## src/rtl/regfile_wb_ctrl.sv

```systemverilog
// Writeback controller for the 16x16 register file: result queue, busy scoreboard
// and registered write port. Define WB_FWD_EN to forward queued results to sources.
module regfile_wb_ctrl #(
   parameter int DEPTH = 4
) (
   input  logic        clk,
   input  logic        rst,
   input  logic        rsv_valid,
   input  logic [3:0]  rsv_reg,
   output logic        rsv_stall,
   input  logic        wb_valid,
   output logic        wb_ready,
   input  logic [3:0]  wb_reg,
   input  logic [15:0] wb_data,
   input  logic [3:0]  SrcReg1,
   input  logic [3:0]  SrcReg2,
   output logic        src1_busy,
   output logic        src2_busy,
   output logic        fwd1_valid,
   output logic        fwd2_valid,
   output logic [15:0] fwd1_data,
   output logic [15:0] fwd2_data,
   output logic [3:0]  DstReg,
   output logic        WriteReg,
   output logic [15:0] DstData,
   output logic [2:0]  count,
   output logic        err
);
   localparam int AW = (DEPTH > 1) ? $clog2(DEPTH) : 1;

   logic [3:0]    q_reg_q  [DEPTH];
   logic [3:0]    q_reg_d  [DEPTH];
   logic [15:0]   q_data_q [DEPTH];
   logic [15:0]   q_data_d [DEPTH];
   logic [AW-1:0] head_q, head_d, tail_q, tail_d;
   logic [2:0]    cnt_q, cnt_d;
   logic [15:0]   busy_q, busy_d;
   logic          wr_q, wr_d;
   logic [3:0]    dst_q, dst_d;
   logic [15:0]   data_q, data_d;
   logic          err_q, err_d;
   logic          wb_hs, push, pop;

   assign wb_ready  = {1'b0, cnt_q} < 4'(DEPTH);
   assign rsv_stall = rsv_valid & (rsv_reg != 4'd0) & busy_q[rsv_reg];
   assign wb_hs     = wb_valid & wb_ready;
   assign push      = wb_hs & (wb_reg != 4'd0) & busy_q[wb_reg];
   assign pop       = cnt_q != 3'd0;

   always_comb begin
      q_reg_d  = q_reg_q;
      q_data_d = q_data_q;
      head_d   = head_q;
      tail_d   = tail_q;
      busy_d   = busy_q;
      wr_d     = 1'b0;
      dst_d    = dst_q;
      data_d   = data_q;
      err_d    = err_q;
      // Commit clears first; a same-cycle reserve of that register is already stalled.
      if (wr_q)
         busy_d[dst_q] = 1'b0;
      if (rsv_valid && !rsv_stall && rsv_reg != 4'd0)
         busy_d[rsv_reg] = 1'b1;
      busy_d[0] = 1'b0;
      if (wb_hs && wb_reg != 4'd0 && !busy_q[wb_reg])
         err_d = 1'b1;
      if (push) begin
         q_reg_d[tail_q]  = wb_reg;
         q_data_d[tail_q] = wb_data;
         tail_d           = tail_q + 1'b1;
      end
      if (pop) begin
         wr_d   = 1'b1;
         dst_d  = q_reg_q[head_q];
         data_d = q_data_q[head_q];
         head_d = head_q + 1'b1;
      end
      cnt_d = cnt_q + {2'b00, push} - {2'b00, pop};
   end

   always_ff @(posedge clk or posedge rst) begin
      if (rst) begin
         for (int i = 0; i < DEPTH; i++) begin
            q_reg_q[i]  <= 4'd0;
            q_data_q[i] <= 16'd0;
         end
         head_q <= '0;
         tail_q <= '0;
         cnt_q  <= 3'd0;
         busy_q <= 16'd0;
         wr_q   <= 1'b0;
         dst_q  <= 4'd0;
         data_q <= 16'd0;
         err_q  <= 1'b0;
      end else begin
         q_reg_q  <= q_reg_d;
         q_data_q <= q_data_d;
         head_q   <= head_d;
         tail_q   <= tail_d;
         cnt_q    <= cnt_d;
         busy_q   <= busy_d;
         wr_q     <= wr_d;
         dst_q    <= dst_d;
         data_q   <= data_d;
         err_q    <= err_d;
      end
   end

`ifdef WB_FWD_EN
   logic [AW-1:0] idx;

   // WAW prevention leaves at most one match per register, so no priority is needed.
   always_comb begin
      fwd1_valid = 1'b0;
      fwd1_data  = 16'd0;
      fwd2_valid = 1'b0;
      fwd2_data  = 16'd0;
      idx        = head_q;
      for (int i = 0; i < DEPTH; i++) begin
         idx = head_q + AW'(i);
         if (4'(i) < {1'b0, cnt_q}) begin
            if (SrcReg1 != 4'd0 && q_reg_q[idx] == SrcReg1) begin
               fwd1_valid = 1'b1;
               fwd1_data  = q_data_q[idx];
            end
            if (SrcReg2 != 4'd0 && q_reg_q[idx] == SrcReg2) begin
               fwd2_valid = 1'b1;
               fwd2_data  = q_data_q[idx];
            end
         end
      end
      if (wr_q && SrcReg1 != 4'd0 && dst_q == SrcReg1) begin
         fwd1_valid = 1'b1;
         fwd1_data  = data_q;
      end
      if (wr_q && SrcReg2 != 4'd0 && dst_q == SrcReg2) begin
         fwd2_valid = 1'b1;
         fwd2_data  = data_q;
      end
   end

   assign src1_busy = busy_q[SrcReg1] & (SrcReg1 != 4'd0) & ~fwd1_valid;
   assign src2_busy = busy_q[SrcReg2] & (SrcReg2 != 4'd0) & ~fwd2_valid;
`else
   assign fwd1_valid = 1'b0;
   assign fwd1_data  = 16'd0;
   assign fwd2_valid = 1'b0;
   assign fwd2_data  = 16'd0;
   assign src1_busy  = busy_q[SrcReg1] & (SrcReg1 != 4'd0);
   assign src2_busy  = busy_q[SrcReg2] & (SrcReg2 != 4'd0);
`endif

   assign WriteReg = wr_q;
   assign DstReg   = dst_q;
   assign DstData  = data_q;
   assign count    = cnt_q;
   assign err      = err_q;
endmodule

```

## config.mk

```make
export PLATFORM = sky130hd
export DESIGN_NAME = regfile_wb_ctrl
export DESIGN_NICKNAME = d
export VERILOG_FILES = /design/src/rtl/regfile_wb_ctrl.sv
export SDC_FILE = /design/constraint.sdc
export NUM_CORES = 1
export LEC_CHECK = 0
export ABC_AREA = 1
export BUFFER_PORTS_ARGS = -buffer_cell sky130_fd_sc_hd__clkbuf_2
export CAP_MARGIN = 10
export CORE_MARGIN = 1
export CORE_UTILIZATION = 25
export CTS_CLUSTER_DIAMETER = 30
export DETAILED_ROUTE_END_ITERATION = 8
export PLACE_DENSITY = 0.52
export RECOVER_POWER = 100
export SYNTH_ARGS = -nofsm -noshare
export SYNTH_HDL_FRONTEND = slang
export SYNTH_SLANG_ARGS = --single-unit
```

## constraint.sdc

```tcl
create_clock -name clk -period 9.35 [get_ports clk]
set_clock_uncertainty 0.15 [all_clocks]
set_input_delay 1.87 -clock clk [delete_from_list [all_inputs] [get_ports clk]]
set_output_delay 1.87 -clock clk [all_outputs]
set_load 0.05 [all_outputs]
```

==> results of run 1 <==
-- synth_stat cells, types with 2 or more instances --
library cell | count | share of area (%)
a21oi_1 | 12 | 0.90
a31oi_1 | 15 | 1.4
buf_1 | 6 | 0.34
buf_2 | 11 | 0.82
buf_4 | 35 | 3.9
buf_6 | 10 | 1.7
clkbuf_1 | 29 | 1.6
dfrtp_1 | 124 | 46
ha_1 | 6 | 1.1
inv_1 | 40 | 2.2
inv_2 | 2 | 0.11
nand2_1 | 224 | 13
nand3_1 | 37 | 2.8
nand4_1 | 81 | 7.6
nor2_1 | 129 | 7.2
o211ai_1 | 4 | 0.45
o21ai_0 | 76 | 5.7
o22ai_1 | 7 | 0.66
o32ai_1 | 2 | 0.26
xor2_1 | 3 | 0.39
-- logic make-up after synthesis --
group                    count (synthesis)  synth area share, %
XOR/XNOR                                 4                0.524
adder cells (fa/ha/maj)                  7                 1.42
buffers and inverters                  134                 11.0
multiplexers                             1                0.168
flip-flops                             124                 46.4
AO/OA/AOI/OAI                          119                 9.84
other                                    1               0.0561
AND/OR/NAND/NOR                        474                 30.6
-- routing by layer --
metal / GRT usage (%) / up-vias
li1: - / 2882
met5: 0 / -
met2: 24.5 / 137
met3: 2.42 / 16
met4: 4.83 / 0
met1: 19.7 / 2849
-- final timing paths --
kind                                          start                       end  slack, ps  depth (start not counted)
min in group asynchronous                       rst   DstData[12]$_DFFE_PP0N_       2130                          2
setup reg to reg                 count[2]$_DFF_PP0_    q_reg_q[0]$_DFFE_PP0P_       4480                          7
hold / removal             q_data_q[42]$_DFFE_PP0P_  q_data_q[42]$_DFFE_PP0P_        320                          2
setup / recovery                          wb_reg[0]    q_reg_q[0]$_DFFE_PP0P_       2990                          7
hold reg to reg            q_data_q[42]$_DFFE_PP0P_  q_data_q[42]$_DFFE_PP0P_        320                          2
max in group asynchronous                       rst     tail_q[1]$_DFFE_PP0P_       5080                          3
-- cell type report --
class | count | area share, %
clock buffer | 20 | 6.03
clock inverter | 12 | 1.78
inverter | 42 | 2.10
multi-input combinational | 639 | 39.0
sequential | 124 | 41.0
tap | 335 | 5.54
timing repair buffer | 73 | 4.54
-- power by group through the flow --
stage,clock network (W),registers [W],logic [W]
finish,0.000666,0.000999,0.00110
global route,0.000698,0.00104,0.00124
CTS,0.000676,0.00100,0.00113
detailed placement,0,0.00101,0.00113
global placement,0,0.00100,0.00112
floorplan,0,0.00108,0.000732
-- flip-flops by register name, indices dropped and copies added (netlist names) --
| register | flops |
|---|---|
| WriteReg | 1 |
| q_reg_q | 16 |
| DstReg | 4 |
| err | 1 |
| head_q | 2 |
| tail_q | 2 |
| DstData | 16 |
| busy_q | 15 |
| count | 3 |
| q_data_q | 64 |
-- stage by stage --
stage | hold slack [ps] | setup WS [ps] | area (um^2) | instances | total power [W]
after global routing | 329 | 2350 | 7570 | 1245 | 0.00298
after floorplan | 287 | 4030 | 6810 | 897 | 0.00182
after global placement | 298 | 3930 | 7040 | 1213 | 0.00212
after detailed placement | 303 | 3970 | 7040 | 1213 | 0.00214
final | 315 | 2990 | 7570 | 1245 | 0.00276
after CTS | 318 | 3990 | 7630 | 1245 | 0.00281
-- worst max-delay path: cells and delay by family --
family	cells	cell delay (ps)
AO/OA/AOI/OAI	1	1960
AND/OR/NAND/NOR	4	1480
buffers and inverters	2	1190
==> results_dict.tcl, run 1 <==
set metrics [dict create \
    status "finished, violations left" \
    violations "DRC, capacitance limit, slew limit" \
    layout_common_cells "224 x nand2_1, 130 x nor2_1, 123 x dfrtp_1, 81 x nand4_1, 76 x o21ai_0" \
    clockBufferDepth 2 \
    highest_layer "met4" \
    wl_met2_um 9210 \
    grt_pass1_wl_um 31200 \
    crit_slowest_cell "a21oi_1" \
    yosysUniqueCellTypes 31 \
    drt_iter0_markers 465 \
    dr_wl_met3_um 818 \
    layout_commonest_cell "nand2_1" \
    drt_wl_total_um 19300 \
    synth_edf_count 0 \
    hold_buffers 0 \
    htreeDepth 4 \
    cp-start-kind "primary input" \
    critPathRequiredTime_ps 9490 \
    grt_usage_pct 14.9 \
    die_h_um 166 \
    grt_pass1_vias 5652 \
    drtAntennaViolNets 0 \
    crit_chain "clkbuf_1 -> nor2_1 -> a21oi_1 -> buf_4 -> nand3_1 -> nand2_1 -> nand2_1" \
    io_buffers 64 \
    rsz0062_at_grt "false" \
    synthesis.area_mm2 0.00669 \
    clk_pin_slew_ps 60 \
    p_per_area_mw_per_mm2 365 \
    pin_count 99 \
    hold_viol 0 \
    clock-root-buffer "clkbuf_16" \
    die_area_mm2 0.0274 \
    finalSetupTns_ps 0 \
    drc 18 \
    irDropWorstVdd_mv 0.146 \
    power_frac_comb_pct 39.8 \
    drive_gt1_share_pct 8.57 \
    fmax_ghz 0.157 \
    switching_share_pct 46.1 \
    cp-end-kind "flip-flop" \
    tightest_slew_ps 3030 \
    cts_tree "built" \
    clkPwrFrac_pct 24.1 \
    multi_input_area_mm2 0.00295 \
    grt_max_degree 69 \
    syn_inst 864 \
    wl_met1_um 9000 \
    vias 5884 \
    min_period_over_period_pct 68.1 \
    hp-class "flip-flop to flip-flop" \
    async_flop_share_pct 100 \
    crit_arrival_ps 6510 \
    p_sw_w 0.00127 \
    seq_area_mm2 0.00310 \
    p_leak_nw 3.72 \
    setup_viol 0 \
    utilization_pct 29.0 \
    cp_common_cell "nand2_1" \
    start_util_pct 25.6 \
    wl_per_cell_um 15.5 \
    yosysSeqAreaShare_pct 46.4 \
    fillers 2885 \
    layout_min_cycle_time_ps 6360 \
    p_seq_share_pct 36.1 \
    gp_congestion 0.779 \
    n_antenna_cell 0 \
    die_x_um 166 \
    slowest_delay_ps 1960 \
    drtPass1Iterations 9 \
    synth_seq_cells 124 \
    nets 940 \
    synthToLayoutAreaGrowth_pct 13.3 \
    p_int_w 0.00149 \
    clkSinkCount 124 \
    cts_buffers 17 \
    critPathKind "primary input to flip-flop" \
    core-area_mm2 0.0261 \
    synth_area_per_cell_um2 7.74 \
    row_count 59 \
    post_cts_resized 0 \
    maxSlewHeadroom_pct -103 \
    yosys_warnings 0 \
    antenna_found_initial 0 \
    dp_hpwl_um 11900 \
    post_cts_buffers 0 \
    worstPathMaxFanout 53 \
    maxCapViolations 3 \
    clock_latency_ps 420 \
    final-max-slew-violation-count 150 \
    viasPerCell 4.73 \
    overflow 0 \
    synth_flop_cell "dfrtp_1" \
]
Note: power is estimated with default switching activity, not from simulation.
==> inputs of run 2 (changes only) <==
- PLACE_DENSITY: 0.52 -> 0.54
- clock period: 9.35 -> 5.7 ns (I/O delays scaled with it)
==> results_dict.tcl, run 2 (synthesized netlist as in run 1, its figures left out) <==
set metrics [dict create \
    post_cts_resized 0 \
    htreeDepth 4 \
    drive_gt1_share_pct 8.97 \
    top_register "q_data_q" \
    fillers 2847 \
    clock_latency_ps 420 \
    hold_viol 0 \
    setup_viol 0 \
    vias 5973 \
    synthToLayoutAreaGrowth_pct 14.3 \
    antenna_found_initial 1 \
    drtPass1Iterations 7 \
    pre_cts_slack_ps 1640 \
    worstPathMaxFanout 39 \
    cp-start-kind "primary input" \
    nets 944 \
    n_antenna_cell 0 \
    clk_pin_slew_ps 50 \
    cp_common_cell "nand2_1" \
    start_util_pct 25.6 \
    drc 15 \
    irDropWorstVdd_mv 0.243 \
    maxSlewHeadroom_pct -77.5 \
    gp_congestion 0.842 \
    critPathKind "primary input to flip-flop" \
    hp-class "flip-flop to flip-flop" \
    status "finished, violations left" \
    pin_count 99 \
    crit_buf_inv 2 \
    hold_buffers 0 \
    die_area_mm2 0.0274 \
    crit_slowest_cell "nand3_1" \
    viasPerCell 4.78 \
    largest_register_ffs 64 \
    p_leak_nw 3.75 \
    row_count 59 \
    layout_common_cells "225 x nand2_1, 130 x nor2_1, 123 x dfrtp_1, 81 x nand4_1, 76 x o21ai_0" \
    fmax_ghz 0.227 \
    setup_ws_ps 1290 \
    clock-root-buffer "clkbuf_16" \
    die_x_um 166 \
    drt_wl_total_um 19100 \
    final-max-slew-violation-count 93 \
    violations "DRC, capacitance limit, slew limit" \
    layout_commonest_cell "nand2_1" \
    cts_tree "built" \
    overflow 0 \
    drtAntennaViolNets 0 \
    maxCapViolations 2 \
    grt_pass1_wl_um 30700 \
    wl_per_cell_um 15.3 \
    cp-end-kind "flip-flop" \
    drt_iter0_markers 548 \
    die_h_um 166 \
    grt_max_degree 51 \
    core-area_mm2 0.0261 \
    rsz0062_at_grt "false" \
    io_buffers 64 \
    cts_buffers 17 \
    clkSinkCount 124 \
    finalSetupTns_ps 0 \
    dp_hpwl_um 12100 \
    crit_chain "clkbuf_1 -> inv_2 -> nand2_1 -> nand3_1 -> a21oi_1 -> nand2_1 -> nand2_1 -> nand3_1 -> nand2_1 -> nand2_1" \
    post_cts_buffers 0 \
    crit_arrival_ps 4560 \
    grt_pass1_vias 5604 \
    grt_usage_pct 14.6 \
    layout_min_cycle_time_ps 4410 \
    p_per_area_mw_per_mm2 602 \
    critPathRequiredTime_ps 5840 \
    min_period_over_period_pct 77.4 \
    tightest_slew_ps 2660 \
    clockBufferDepth 2 \
    critPathTopFamily "simple AND/OR/NAND/NOR gates" \
    slowest_delay_ps 1140 \
]
run 2: cell types whose count changed in the layout (fill, tap and decap cells not counted), moves of 2 or more:
| cell | before | now |
|---|---|---|
| clkbuf_8 | 2 | 5 |
| clkbuf_2 | 32 | 34 |
| clkinv_4 | 3 | 1 |
| inv_6 | 3 | 1 |
run 2: worst reg2reg max path, stage by stage, from the launching register on:
cell,delay (ps)
dfrtp_1,480
inv_1,80
nand2_1,90
nand3_1,70
nand3_1,120
nand3_2,80
nand2_1,950
nand3_1,1150
nand2_1,280
nand2_1,70
run 2: worst paths after layout:
check	slack (ps)	depth (start not counted)	start	to
max	1290	10	wb_reg[0]	q_data_q[35]$_DFFE_PP0P_
min in group asynchronous	790	2	rst	DstData[13]$_DFFE_PP0N_
max in group asynchronous	1580	3	rst	q_data_q[17]$_DFFE_PP0P_
min	310	2	q_data_q[3]$_DFFE_PP0P_	q_data_q[3]$_DFFE_PP0P_
min reg2reg	310	2	q_data_q[3]$_DFFE_PP0P_	q_data_q[3]$_DFFE_PP0P_
max reg2reg	2060	9	busy_q[12]$_DFF_PP0_	q_data_q[35]$_DFFE_PP0P_
run 2: cell type report:
class	count	area, um^2	share of cell area (%)
tap	335	419	5.49
timing repair buffer	77	365	4.78
multi-input combinational	639	2960	38.8
clock buffer	23	498	6.52
clock inverter	9	133	1.74
sequential	124	3100	40.6
inverter	42	159	2.08
run 2: power by group:
part	switching, W	leakage (nW)	internal, W	total, W
Clock	0.000401	0.306	0.000746	0.00115
Combinational	0.00132	1.90	0.000490	0.00181
Sequential	0.000358	1.55	0.00129	0.00165
Total	0.00208	3.75	0.00252	0.00460
run 2: stage by stage:
stage | cell area [um^2] | hold WS, ps | utilization [%] | total power (W) | instances
floorplan | 6810 | 287 | - | 0.00298 | 897
global placement | 7070 | 298 | 27.1 | 0.00349 | 1217
detailed placement | 7070 | 303 | 27.1 | 0.00351 | 1217
CTS | 7700 | 317 | 29.5 | 0.00467 | 1249
global route | 7640 | 331 | 29.2 | 0.00494 | 1249
finish | 7640 | 312 | 29.2 | 0.00460 | 1249
run 2: per-layer routing:
layer  wire length (um)  global-route usage, %
met5                 13                      0
met4                265                   4.75
met3                948                   2.87
met2               9060                   23.7
met1               8840                   19.3
==> inputs of run 3 (changes only) <==
- clock period: 5.7 -> 3.95 ns (I/O delays scaled with it)
==> results_dict.tcl, run 3 (synthesized netlist as in run 1, its figures left out) <==
set metrics [dict create \
    cp-end-kind "flip-flop" \
    synthToLayoutAreaGrowth_pct 15.5 \
    drtAntennaViolNets 0 \
    drc 18 \
    drive_gt1_share_pct 9.42 \
    startpoint "wb_reg[0]" \
    fin_cells 1259 \
    core-area_mm2 0.0261 \
    final-max-slew-violation-count 74 \
    layout_commonest_cell "nand2_1" \
    fmax_ghz 0.299 \
    io_buffers 64 \
    worstPathMaxFanout 44 \
    hold_viol 0 \
    hold_buffers 0 \
    maxCapViolations 2 \
    violations "DRC, capacitance limit, slew limit" \
    die_area_mm2 0.0274 \
    pin_count 99 \
    grt_pass1_vias 5698 \
    clkSinkCount 124 \
    clock-root-buffer "clkbuf_16" \
    antenna_found_initial 1 \
    finalSetupTns_ps 0 \
    grt_max_degree 72 \
    rsz0062_at_grt "false" \
    p_sw_w 0.00305 \
    post_cts_resized 0 \
    p_leak_nw 3.79 \
    layout_min_cycle_time_ps 3350 \
    grt_pass1_wl_um 31100 \
    critPathRequiredTime_ps 4100 \
    p_int_w 0.00366 \
    drt_wl_total_um 19300 \
    top_register "q_data_q" \
    htreeDepth 4 \
    layout_common_cells "225 x nand2_1, 129 x nor2_1, 124 x dfrtp_1, 81 x nand4_1, 76 x o21ai_0" \
    overflow 0 \
    grt_usage_pct 14.7 \
    numPlacedInstances 1227 \
    utilization_pct 29.5 \
    nets 954 \
    viasPerCell 4.75 \
    fillers 2846 \
    min_period_over_period_pct 84.7 \
    drtPass1Iterations 7 \
    clk_pin_slew_ps 60 \
    cts_buffers 17 \
    critPathKind "primary input to flip-flop" \
    dp_hpwl_um 12400 \
    row_count 59 \
    maxSlewHeadroom_pct -35.9 \
    timing.rr.start "busy_q[2]$_DFF_PP0_" \
    clock_latency_ps 420 \
    die_h_um 166 \
    p_total_w 0.00671 \
    cts_tree "built" \
    tightest_slew_ps 2040 \
    clkPwrFrac_pct 25.1 \
    irDropWorstVdd_mv 0.352 \
    post_cts_buffers 0 \
    n_antenna_cell 0 \
    gp_congestion 0.858 \
    crit_arrival_ps 3490 \
    start_util_pct 25.6 \
    clockBufferDepth 2 \
    p_per_area_mw_per_mm2 869 \
    status "finished, violations left" \
    die_x_um 166 \
    setup_viol 0 \
    holdWs_ps 316 \
    cp-start-kind "primary input" \
    switching_share_pct 45.5 \
    power_frac_comb_pct 41.3 \
    drt_iter0_markers 610 \
    p_seq_share_pct 33.6 \
    largest_register_ffs 64 \
    wl_per_cell_um 15.3 \
    hp-start "q_reg_q[10]$_DFFE_PP0P_" \
    vias 5984 \
    hp-class "flip-flop to flip-flop" \
]
## run 3: changes by cell type in the layout (fill, tap and decap cells not counted), moves of 2 or more
cell,delta
clkbuf_8,-5
buf_4,+4
clkbuf_1,+4
inv_6,+3
clkinv_4,+2
## run 3: stage by stage
step / area, um^2 / worst slack (ps)
final: 7720 / 605
after global routing: 7720 / 449
after CTS: 7800 / 1030
after detailed placement: 7160 / 887
after global placement: 7160 / 940
after floorplan: 6810 / 844
## run 3: worst paths after layout
kind | end | cells after the start | slack, ps
worst max-delay path | q_reg_q[11]$_DFFE_PP0P_ | 12 | 600
worst min-delay path | q_reg_q[10]$_DFFE_PP0P_ | 2 | 320
worst max register to register | q_reg_q[11]$_DFFE_PP0P_ | 11 | 1140
worst min register to register | q_reg_q[10]$_DFFE_PP0P_ | 2 | 320
max in group asynchronous | DstData[3]$_DFFE_PP0N_ | 3 | 1200
min in group asynchronous | DstData[13]$_DFFE_PP0N_ | 2 | 420
## run 3: layout make-up
type / instances / area, um^2 / area share [%]
multi-input combinational: 639 / 2970 / 38.5
timing repair buffer: 87 / 434 / 5.62
sequential: 124 / 3100 / 40.2
clock inverter: 15 / 210 / 2.72
clock buffer: 17 / 425 / 5.51
inverter: 42 / 159 / 2.06
tap: 335 / 419 / 5.43
## run 3: power by group through the flow
stage / registers [W] / logic (W) / clock network [W]
4_1_cts: 0.00226 / 0.00284 / 0.00172
5_1_grt: 0.00234 / 0.00310 / 0.00177
3_3_place_gp: 0.00227 / 0.00280 / 0
6_report: 0.00226 / 0.00277 / 0.00169
2_1_floorplan: 0.00257 / 0.00173 / 0
3_5_place_dp: 0.00228 / 0.00283 / 0
## run 3: critical path, stage by stage
cell and delay (ps):
clkbuf_1 480, inv_1 210, nand2_1 100, nand3_1 70, a21oi_1 160, nand2_1 80, nand2_1 120, clkbuf_2 700
nand3_1 360, buf_4 300, nand2_1 70, nand2_1 50
## run 3: metal layers
metal / part of all wire (%) / vias up / global-route usage (%)
met5: 0.057 / - / 0
met4: 0.98 / 2 / 4.42
met3: 4.5 / 21 / 2.72
met2: 48 / 149 / 23.6
met1: 47 / 2910 / 20.0
li1: - / 2902 / -
